--- config.mk ---
export PLATFORM = sky130hd
export DESIGN_NAME = vga_led_top
export DESIGN_NICKNAME = d
export VERILOG_FILES = /design/src/rtl/vga_pkg.sv /design/src/rtl/vga_timing.sv /design/src/rtl/vga_led_top.sv
export SDC_FILE = /design/constraint.sdc
export NUM_CORES = 1
export LEC_CHECK = 0
export ABC_AREA = 1
export CORE_MARGIN = 8
export CORE_UTILIZATION = 51
export CTS_CLUSTER_SIZE = 16
export DETAILED_ROUTE_END_ITERATION = 10
export GPL_TIMING_DRIVEN = 0
export PLACE_DENSITY = 0.75
export SYNTH_ARGS = -nofsm -noshare
export SYNTH_HDL_FRONTEND = slang
export SYNTH_SLANG_ARGS = --single-unit
export TNS_END_PERCENT = 5
--- constraint.sdc ---
create_clock -name raw_clk -period 1.6 [get_ports raw_clk]
set_clock_uncertainty 0.2 [all_clocks]
set_input_delay 0.32 -clock raw_clk [delete_from_list [all_inputs] [get_ports raw_clk]]
set_output_delay 0.32 -clock raw_clk [all_outputs]
set_load 0.01 [all_outputs]
--- src/rtl/vga_pkg.sv ---
// Shared timing constants for the luna VGA/LED top: 640x480@60 Hz at a 25 MHz pixel rate
// derived from the 100 MHz board clock.
package vga_pkg;

    typedef logic [9:0]  coord_t;
    typedef logic [15:0] frame_t;
    typedef logic [3:0]  nibble_t;

    localparam int CLK_DIV   = 4;

    localparam int H_VISIBLE = 640;
    localparam int H_FP      = 16;
    localparam int H_SYNC    = 96;
    localparam int H_BP      = 48;
    localparam int V_VISIBLE = 480;
    localparam int V_FP      = 10;
    localparam int V_SYNC    = 2;
    localparam int V_BP      = 33;

    localparam int H_TOTAL   = H_VISIBLE + H_FP + H_SYNC + H_BP;
    localparam int V_TOTAL   = V_VISIBLE + V_FP + V_SYNC + V_BP;

    // Counter-width versions so comparisons stay the same width as the counters.
    localparam coord_t H_VIS_C     = coord_t'(H_VISIBLE);
    localparam coord_t V_VIS_C     = coord_t'(V_VISIBLE);
    localparam coord_t H_LAST      = coord_t'(H_TOTAL - 1);
    localparam coord_t V_LAST      = coord_t'(V_TOTAL - 1);
    localparam coord_t H_SYNC_START = coord_t'(H_VISIBLE + H_FP);
    localparam coord_t H_SYNC_END   = coord_t'(H_VISIBLE + H_FP + H_SYNC - 1);
    localparam coord_t V_SYNC_START = coord_t'(V_VISIBLE + V_FP);
    localparam coord_t V_SYNC_END   = coord_t'(V_VISIBLE + V_FP + V_SYNC - 1);

    localparam logic [1:0] PRE_LAST = 2'(CLK_DIV - 1);

    // Inclusive range test used for both sync windows.
    function automatic logic in_window(input coord_t value, input coord_t lo, input coord_t hi);
        return (value >= lo) && (value <= hi);
    endfunction

endpackage

--- src/rtl/vga_timing.sv ---
// Horizontal/vertical raster counters advancing on the pixel tick, with combinational
// visible-area and sync terms for the current position.
module vga_timing
    import vga_pkg::*;
(
    input  logic   raw_clk,
    input  logic   rst,
    input  logic   tick,
    output coord_t hcount,
    output coord_t vcount,
    output logic   visible,
    output logic   hsync_term,
    output logic   vsync_term,
    output logic   frame_end
);

    coord_t hcount_r;
    coord_t vcount_r;

    // Raster position: h wraps at end of line and carries into v, v wraps at end of frame.
    always_ff @(posedge raw_clk) begin
        if (!rst) begin
            hcount_r <= 10'd0;
            vcount_r <= 10'd0;
        end else if (tick) begin
            if (hcount_r == H_LAST) begin
                hcount_r <= 10'd0;
                if (vcount_r == V_LAST) begin
                    vcount_r <= 10'd0;
                end else begin
                    vcount_r <= vcount_r + 10'd1;
                end
            end else begin
                hcount_r <= hcount_r + 10'd1;
            end
        end
    end

    // Position-derived terms; syncs are active low.
    always_comb begin
        visible    = 1'b0;
        hsync_term = 1'b1;
        vsync_term = 1'b1;
        frame_end  = 1'b0;
        if ((hcount_r < H_VIS_C) && (vcount_r < V_VIS_C)) begin
            visible = 1'b1;
        end else begin
            visible = 1'b0;
        end
        hsync_term = !in_window(hcount_r, H_SYNC_START, H_SYNC_END);
        vsync_term = !in_window(vcount_r, V_SYNC_START, V_SYNC_END);
        if (tick && (hcount_r == H_LAST) && (vcount_r == V_LAST)) begin
            frame_end = 1'b1;
        end else begin
            frame_end = 1'b0;
        end
    end

    assign hcount = hcount_r;
    assign vcount = vcount_r;

endmodule

--- src/rtl/vga_led_top.sv ---
// luna board top: pixel-rate prescaler, frame counter and registered VGA/LED pin drivers.
// Every pin updates only on the pixel tick from the pre-increment raster position.
module vga_led_top
    import vga_pkg::*;
(
    input  logic        raw_clk,
    input  logic        rst,
    output logic [15:0] leds,
    output logic        hsync,
    output logic        vsync,
    output logic [3:0]  red,
    output logic [3:0]  green,
    output logic [3:0]  blue
);

    logic [1:0] prescaler_r;
    frame_t     frame_r;
    logic       tick_s;
    coord_t     hcount_s;
    coord_t     vcount_s;
    logic       visible_s;
    logic       hsync_term_s;
    logic       vsync_term_s;
    logic       frame_end_s;
    nibble_t    red_s;
    nibble_t    green_s;
    nibble_t    blue_s;

    assign tick_s = (prescaler_r == PRE_LAST);

    // Divide-by-CLK_DIV clock enable; tick marks the last raw cycle of each pixel.
    always_ff @(posedge raw_clk) begin
        if (!rst) begin
            prescaler_r <= 2'd0;
        end else if (tick_s) begin
            prescaler_r <= 2'd0;
        end else begin
            prescaler_r <= prescaler_r + 2'd1;
        end
    end

    vga_timing u_timing (
        .raw_clk    (raw_clk),
        .rst        (rst),
        .tick       (tick_s),
        .hcount     (hcount_s),
        .vcount     (vcount_s),
        .visible    (visible_s),
        .hsync_term (hsync_term_s),
        .vsync_term (vsync_term_s),
        .frame_end  (frame_end_s)
    );

    // Frame counter, free-running with natural 16-bit wrap.
    always_ff @(posedge raw_clk) begin
        if (!rst) begin
            frame_r <= 16'd0;
        end else if (frame_end_s) begin
            frame_r <= frame_r + 16'd1;
        end
    end

    // Test pattern: coarse h/v gradients with the frame count on blue; black in blanking.
    always_comb begin
        red_s   = 4'd0;
        green_s = 4'd0;
        blue_s  = 4'd0;
        if (visible_s) begin
            red_s   = 4'(hcount_s >> 4);
            green_s = 4'(vcount_s >> 4);
            blue_s  = frame_r[3:0];
        end else begin
            red_s   = 4'd0;
            green_s = 4'd0;
            blue_s  = 4'd0;
        end
    end

    // Pin registers, one pixel tick behind the raster counters.
    always_ff @(posedge raw_clk) begin
        if (!rst) begin
            hsync <= 1'b1;
            vsync <= 1'b1;
            red   <= 4'd0;
            green <= 4'd0;
            blue  <= 4'd0;
            leds  <= 16'd0;
        end else if (tick_s) begin
            hsync <= hsync_term_s;
            vsync <= vsync_term_s;
            red   <= red_s;
            green <= green_s;
            blue  <= blue_s;
            leds  <= frame_r;
        end
    end

endmodule

# ---- After elaboration in Yosys (flattened, before gate mapping)
# Index checks and enable logic that the tools add are counted.
dict set report word_totals {
  register_bits 68
  input_bits 2
  output_inout_bits 30
}
dict set report op_classes {
  add_sub_neg 4
  magnitude_cmp 6
  eq_ne 3
  n_mux 7
  bitwise_logic 1
  n_reduce_logical 9
}
# op count
set ops {}
lappend ops {{adder 10 x 1 -> 10 bit, second input constant} 2}
lappend ops {{equality test 10 bit, second input constant} 2}
lappend ops {{two-way mux 10 bit} 2}
lappend ops {{adder 16 x 1 -> 16 bit, second input constant} 1}
lappend ops {{two-way mux 4 bit} 3}
lappend ops {{greater-or-equal comparator 10 bit, second input constant} 1}
lappend ops {{greater-or-equal comparator 10 x 9 -> 1 bit, second input constant} 1}
lappend ops {{less-or-equal comparator 10 bit, second input constant} 1}
lappend ops {{less-or-equal comparator 10 x 9 -> 1 bit, second input constant} 1}
lappend ops {{< comparator 10 bit, second input constant} 1}
lappend ops {{< comparator 10 x 9 -> 1 bit, second input constant} 1}
lappend ops {{logical AND 1 bit} 5}
lappend ops {{adder 2 x 1 -> 2 bit, second input constant} 1}
lappend ops {{equality test 2 bit, second input constant} 1}
lappend ops {{logical NOT 1 bit} 2}
lappend ops {{two-way mux 1 bit} 2}
lappend ops {{AND reduction 2 bit} 1}
lappend ops {{OR reduction 2 bit} 1}
lappend ops {{inverter 1 bit} 1}

# ---- Logic depth before layout (Yosys ltp)
dict set report logic_depth {
  word_depth 4
  mapped_depth 11
  mapped_depth_nobuf 11
}

# ---- Modules after synthesis
# From an unflattened synthesis, not the netlist that was laid out.
dict set report hier_totals {
  hier_cells 389
  hier_area_um2 2932.8
}
# module instances cells_each area_per_inst_um2 seq_area_each_um2
set modules_own_cells {}
lappend modules_own_cells {vga_led_top 1 206 1761.7 960.9}
lappend modules_own_cells {vga_timing 1 183 1171.1 400.4}

# ---- Worst setup path before layout
# Ideal clock, no wire load.
dict set report synth_path {
  path_kind {flip-flop to flip-flop}
  from {reg prescaler_r[0]}
  to {reg u_timing.vcount_r[6], in the netlist u_timing.vcount[6]}
  setup_ps 117
  arrival_ps 1367
  required_time_ps 1283
  path_slack_ps -84
  stages_incl_launch_ff 11
  cell_sequence {dfxtp_1 ha_1 nand2_1 nor2_1 nand2_1 nor2_2 nand2_1 nand2_1 inv_1 nand2_1 nor2_1}
}
dict set report synth_between {
  elab_chain_len 2
}
# element line
set synth_lines {}
lappend synth_lines {{from (decl)} vga_led_top.sv:16} ;# logic [1:0] prescaler_r;
lappend synth_lines {{from (signal assigned)} vga_led_top.sv:38} ;# prescaler_r <= prescaler_r + 2'd1;
lappend synth_lines {{equality test 2 bit} vga_led_top.sv:29} ;# assign tick_s = (prescaler_r == PRE_LAST);
lappend synth_lines {{AND reduction 2 bit (no line)} -}
lappend synth_lines {{to (signal assigned)} vga_timing.sv:31} ;# vcount_r <= vcount_r + 10'd1;
lappend synth_lines {{to (decl)} vga_timing.sv:18} ;# coord_t vcount_r;
# No other way between the ends.
# A chain may end at the register's enable or synchronous reset.

# ---- Worst setup path in the final report
dict set report layout_path {
  from {reg prescaler_r[0]}
  to {reg frame_r[2]}
}
dict set report layout_between {
  elab_chain_len 4
}
# element line
set layout_lines {}
lappend layout_lines {{equality test 2 bit} vga_led_top.sv:29}
lappend layout_lines {{logical AND 1 bit (2 in series)} vga_timing.sv:52} ;# if (tick && (hcount_r == H_LAST) && (vcount_r == V_LAST)) begin
lappend layout_lines {{two-way mux 1 bit} vga_timing.sv:52}
lappend layout_lines {{to (signal assigned)} vga_led_top.sv:59} ;# frame_r <= frame_r + 16'd1;
lappend layout_lines {{to (decl)} vga_led_top.sv:17} ;# frame_t frame_r;
# No other way between the ends.

==> flow_summary_export.csv <==
group,metric,value,unit
status,status,"finished, violations left",
status,failed_checks,"negative setup slack",
grt,grt_usage,0.1851,
critical_path,critPathRequiredTime,1620,ps
pwr,comb_power_share,0.038,
detailed_routing,drtIter0Drc,185,
detailed_routing,num_vias,3204,
clock_network,cts_tree,"yes",
placement,hpwl,5.565,mm
clock_network,cts.clk_slew.worst_paths,70,ps
clock_network,postCtsHoldBufs,0,
clock_network,clockBufferDepth,2,
sta,maxClockFrequency,580.1,MHz
detailed_routing,drt-total-wl,8.403,mm
clock_network,clockRootBuffer,"clkbuf_8",
critical_path,cp_cell_sequence,"ha_4, nand2_4, nor2_4, nand2_2, nor2_4, nand3_4, buf_6, nand2_1, a21oi_2",
critical_path,worstSetupStartpointType,"register",
placement,place_ws,-311.2,ps
clock_network,clk_latency,350,ps
floorplan,die_area,8975,um2
critical_path,slowest_delay,360,ps
yosys,postSynthAreaPerCell,6.964,um2
detailed_routing,drc,0,
critical_path,critPathKind,"register to register",
min_path,hold_path_class,"input port to register",
pwr,p_seq_frac,0.529,
yosys,synth_ff_type,"dfxtp_1",
floorplan,initial_core_util,0.5309,
detailed_routing,dr.pass1.iters,4,
finish,syn_to_final_growth,27.90,%
yosys,synth_cell_types,26,
detailed_routing,ant_nets,0,
critical_path,crit_buf_inv,1,
grt,grt_pass1_wl,13.03,mm
critical_path,critPathArrivalTime,1750,ps
placement,gp_congestion,0.8625,
sta,drv_slew,0,
sta,tightestPinTransition,640.3,ps
detailed_routing,viasPerCell,5.449,
clock_network,clock-sinks,68,
sta,fin_crit,1724,ps
yosys,synth_top_cell_by_area,"dfxtp_1",
floorplan,row_count,28,
grt,grt_overflow,0,
sta,relSlewSlack,0.5731,
sta,finalCritPeriodShare,1.077,
critical_path,crit_fanout,5,
sta,whs,176.5,ps
pwr,leakage,0.001765,uW
yosys,synthArstFlopShare,0,
floorplan,die_h,94.74,um
finish,post-route-util,0.6790,
placement,io_buffers,30,
grt,grt_max_degree,12,
yosys,synth_area,3162,um2
finish,drive_gt1_frac,0.1930,
floorplan,pin_count,32,
floorplan,core,5956,um2
yosys,yosysSeqAreaShare,0.4306,
pwr,ir_worst_vdd,0.0006061,V
job,max_cap_violations,0,
yosys,synth-edff-count,0,
detailed_routing,wl_per_cell,14.29,um
yosys,yosysWarnings,0,
sta,hold_viol,0,
yosys,synth.area.top_cells,"dfxtp_1 43%, nand2_1 14%, nand3_1 8.9%, nor2_1 6.9%, inv_1 5.1%",
clock_network,numCtsBuffers,9,
pwr,switching_power,749.7,uW
pwr,p_int,2483,uW
critical_path,critPathTopFamily,"simple AND/OR/NAND/NOR gates",
critical_path,cp_common_cell,"nor2_4",
sta,rsz0062_at_grt,"yes",
yosys,synth_common_cells,"116 x nand2_1, 68 x dfxtp_1, 58 x nor2_1, 56 x nand3_1, 43 x inv_1",
critical_path,end_kind,"register",
pwr,p_clk_frac,0.433,
finish,nNetsFinal,517,
sta,fin_ws,-123.9,ps
grt,grt_pass1_vias,2897,
yosys,yosysTopAreaCellShare,0.4306,
yosys,yosysMostFrequentCell,"nand2_1",
clock_network,htree_levels,3,
finish,antenna_cells,0,
pwr,switching_share,0.2319,
yosys,yosys_register_bits,68,
pwr,powerDensity,799.3,nW/um2
critical_path,slowest_stage,"dfxtp_2",
yosys,synth_nets,462,
sta,finalSetupViolCount,27,
yosys,syn_inst,454,
sta,setup_tns,-1954,ps
floorplan,fp.dieW,94.74,um
grt,grt_antenna_before_repair,0,
[repair_timing]
item,CTS,global route
resized for setup,69,45
endpoints found under the setup margin,93,56
pin swaps,14,11
gates cloned,0,3
setup buffers,7,4
hold endpoints to repair,0,0
[metal layers]
metal,global-route usage,part of all wire
met1,0.2365,0.45
met2,0.2885,0.45
met3,0.03730,0.081
met4,0.09753,0.022
met5,0,0
[path summary, 6_finish.rpt]
kind                                                 from                       to  slack (ps)  cells past startpoint
worst max-delay path            prescaler_r[0]$_SDFF_PP0_  frame_r[2]$_SDFFE_PN0P_        -120                      9
worst min-delay path                                  rst     leds[9]$_SDFFE_PN0N_         180                      3
worst max register to register  prescaler_r[0]$_SDFF_PP0_  frame_r[2]$_SDFFE_PN0P_        -120                      9
worst min register to register      leds[15]$_SDFFE_PN0N_    leds[15]$_SDFFE_PN0N_         270                      2
[cells in the final DEF (no fill, tap or decap), types with 4 or more instances in the layout]
cell	netlist	final
nand2_1	116	105
dfxtp_1	68	57
nand3_1	56	54
nor2_1	58	44
inv_1	43	40
dlygate4sd2_1	0	30
a21oi_1	24	20
o21ai_0	19	17
buf_4	1	12
xor2_1	11	11
clkbuf_8	0	10
dfxtp_2	0	10
nand2_2	0	9
nor2_2	1	9
nor3_1	12	9
nand4_1	8	8
nor2_4	2	8
o31ai_1	6	6
clkinv_2	0	5
buf_6	1	5
inv_2	1	4
a21oi_2	0	4
[power by group through the flow]
stage	sequential, uW	combinational, uW	clock (uW)
floorplan	1750	63.7	0
global placement	1750	98.2	0
detailed placement	1750	99.4	0
CTS	1710	111	1420
global route	1710	133	1500
finish	1710	122	1400
[worst register-to-register path, stage by stage, from the launching register on]
cell and delay (ps):
dfxtp_2 360, ha_4 180, nand2_4 90, nor2_4 100, nand2_2 70, nor2_4 190
nand3_4 120, buf_6 160, nand2_1 90, a21oi_2 60
[sequential cells by signal, indices dropped and copies added (netlist names)]
signal	cells
prescaler_r	2
leds	16
red	4
u_timing.vcount	10
hsync	1
frame_r	16
u_timing.hcount	10
blue	4
vsync	1
green	4
[per-stage QoR]
stage | std cells | cell area, um2 | power (uW)
after global placement | 559 | 3566 | 1844
after global routing | 588 | 4044 | 3347
after CTS | 581 | 3897 | 3240
after detailed placement | 559 | 3566 | 1846
after floorplan | 454 | 3172 | 1810
final | 588 | 4044 | 3232
[logic make-up after synthesis]
kind of cell	Yosys count	share of synthesized area
DFF	68	0.4306
xor gates and xnor gates	11	0.03047
and+or+nand+nor	255	0.3478
buffers and inverters	62	0.07835
adders and majority gates	6	0.02374
AOI/OAI and AO/OA	52	0.08904
[area by class of cell]
cell class	count	area [um2]
Clock inverter	5	52.55
Inverter	48	185.2
Tap cell	75	93.84
Multi-Input combinational cell	324	1739
Sequential cell	68	1378
Clock buffer	10	137.6
Fill cell	518	1912
Buffer	14	85.08
Timing Repair Buffer	44	372.9
(Power assumes the default switching activity.)
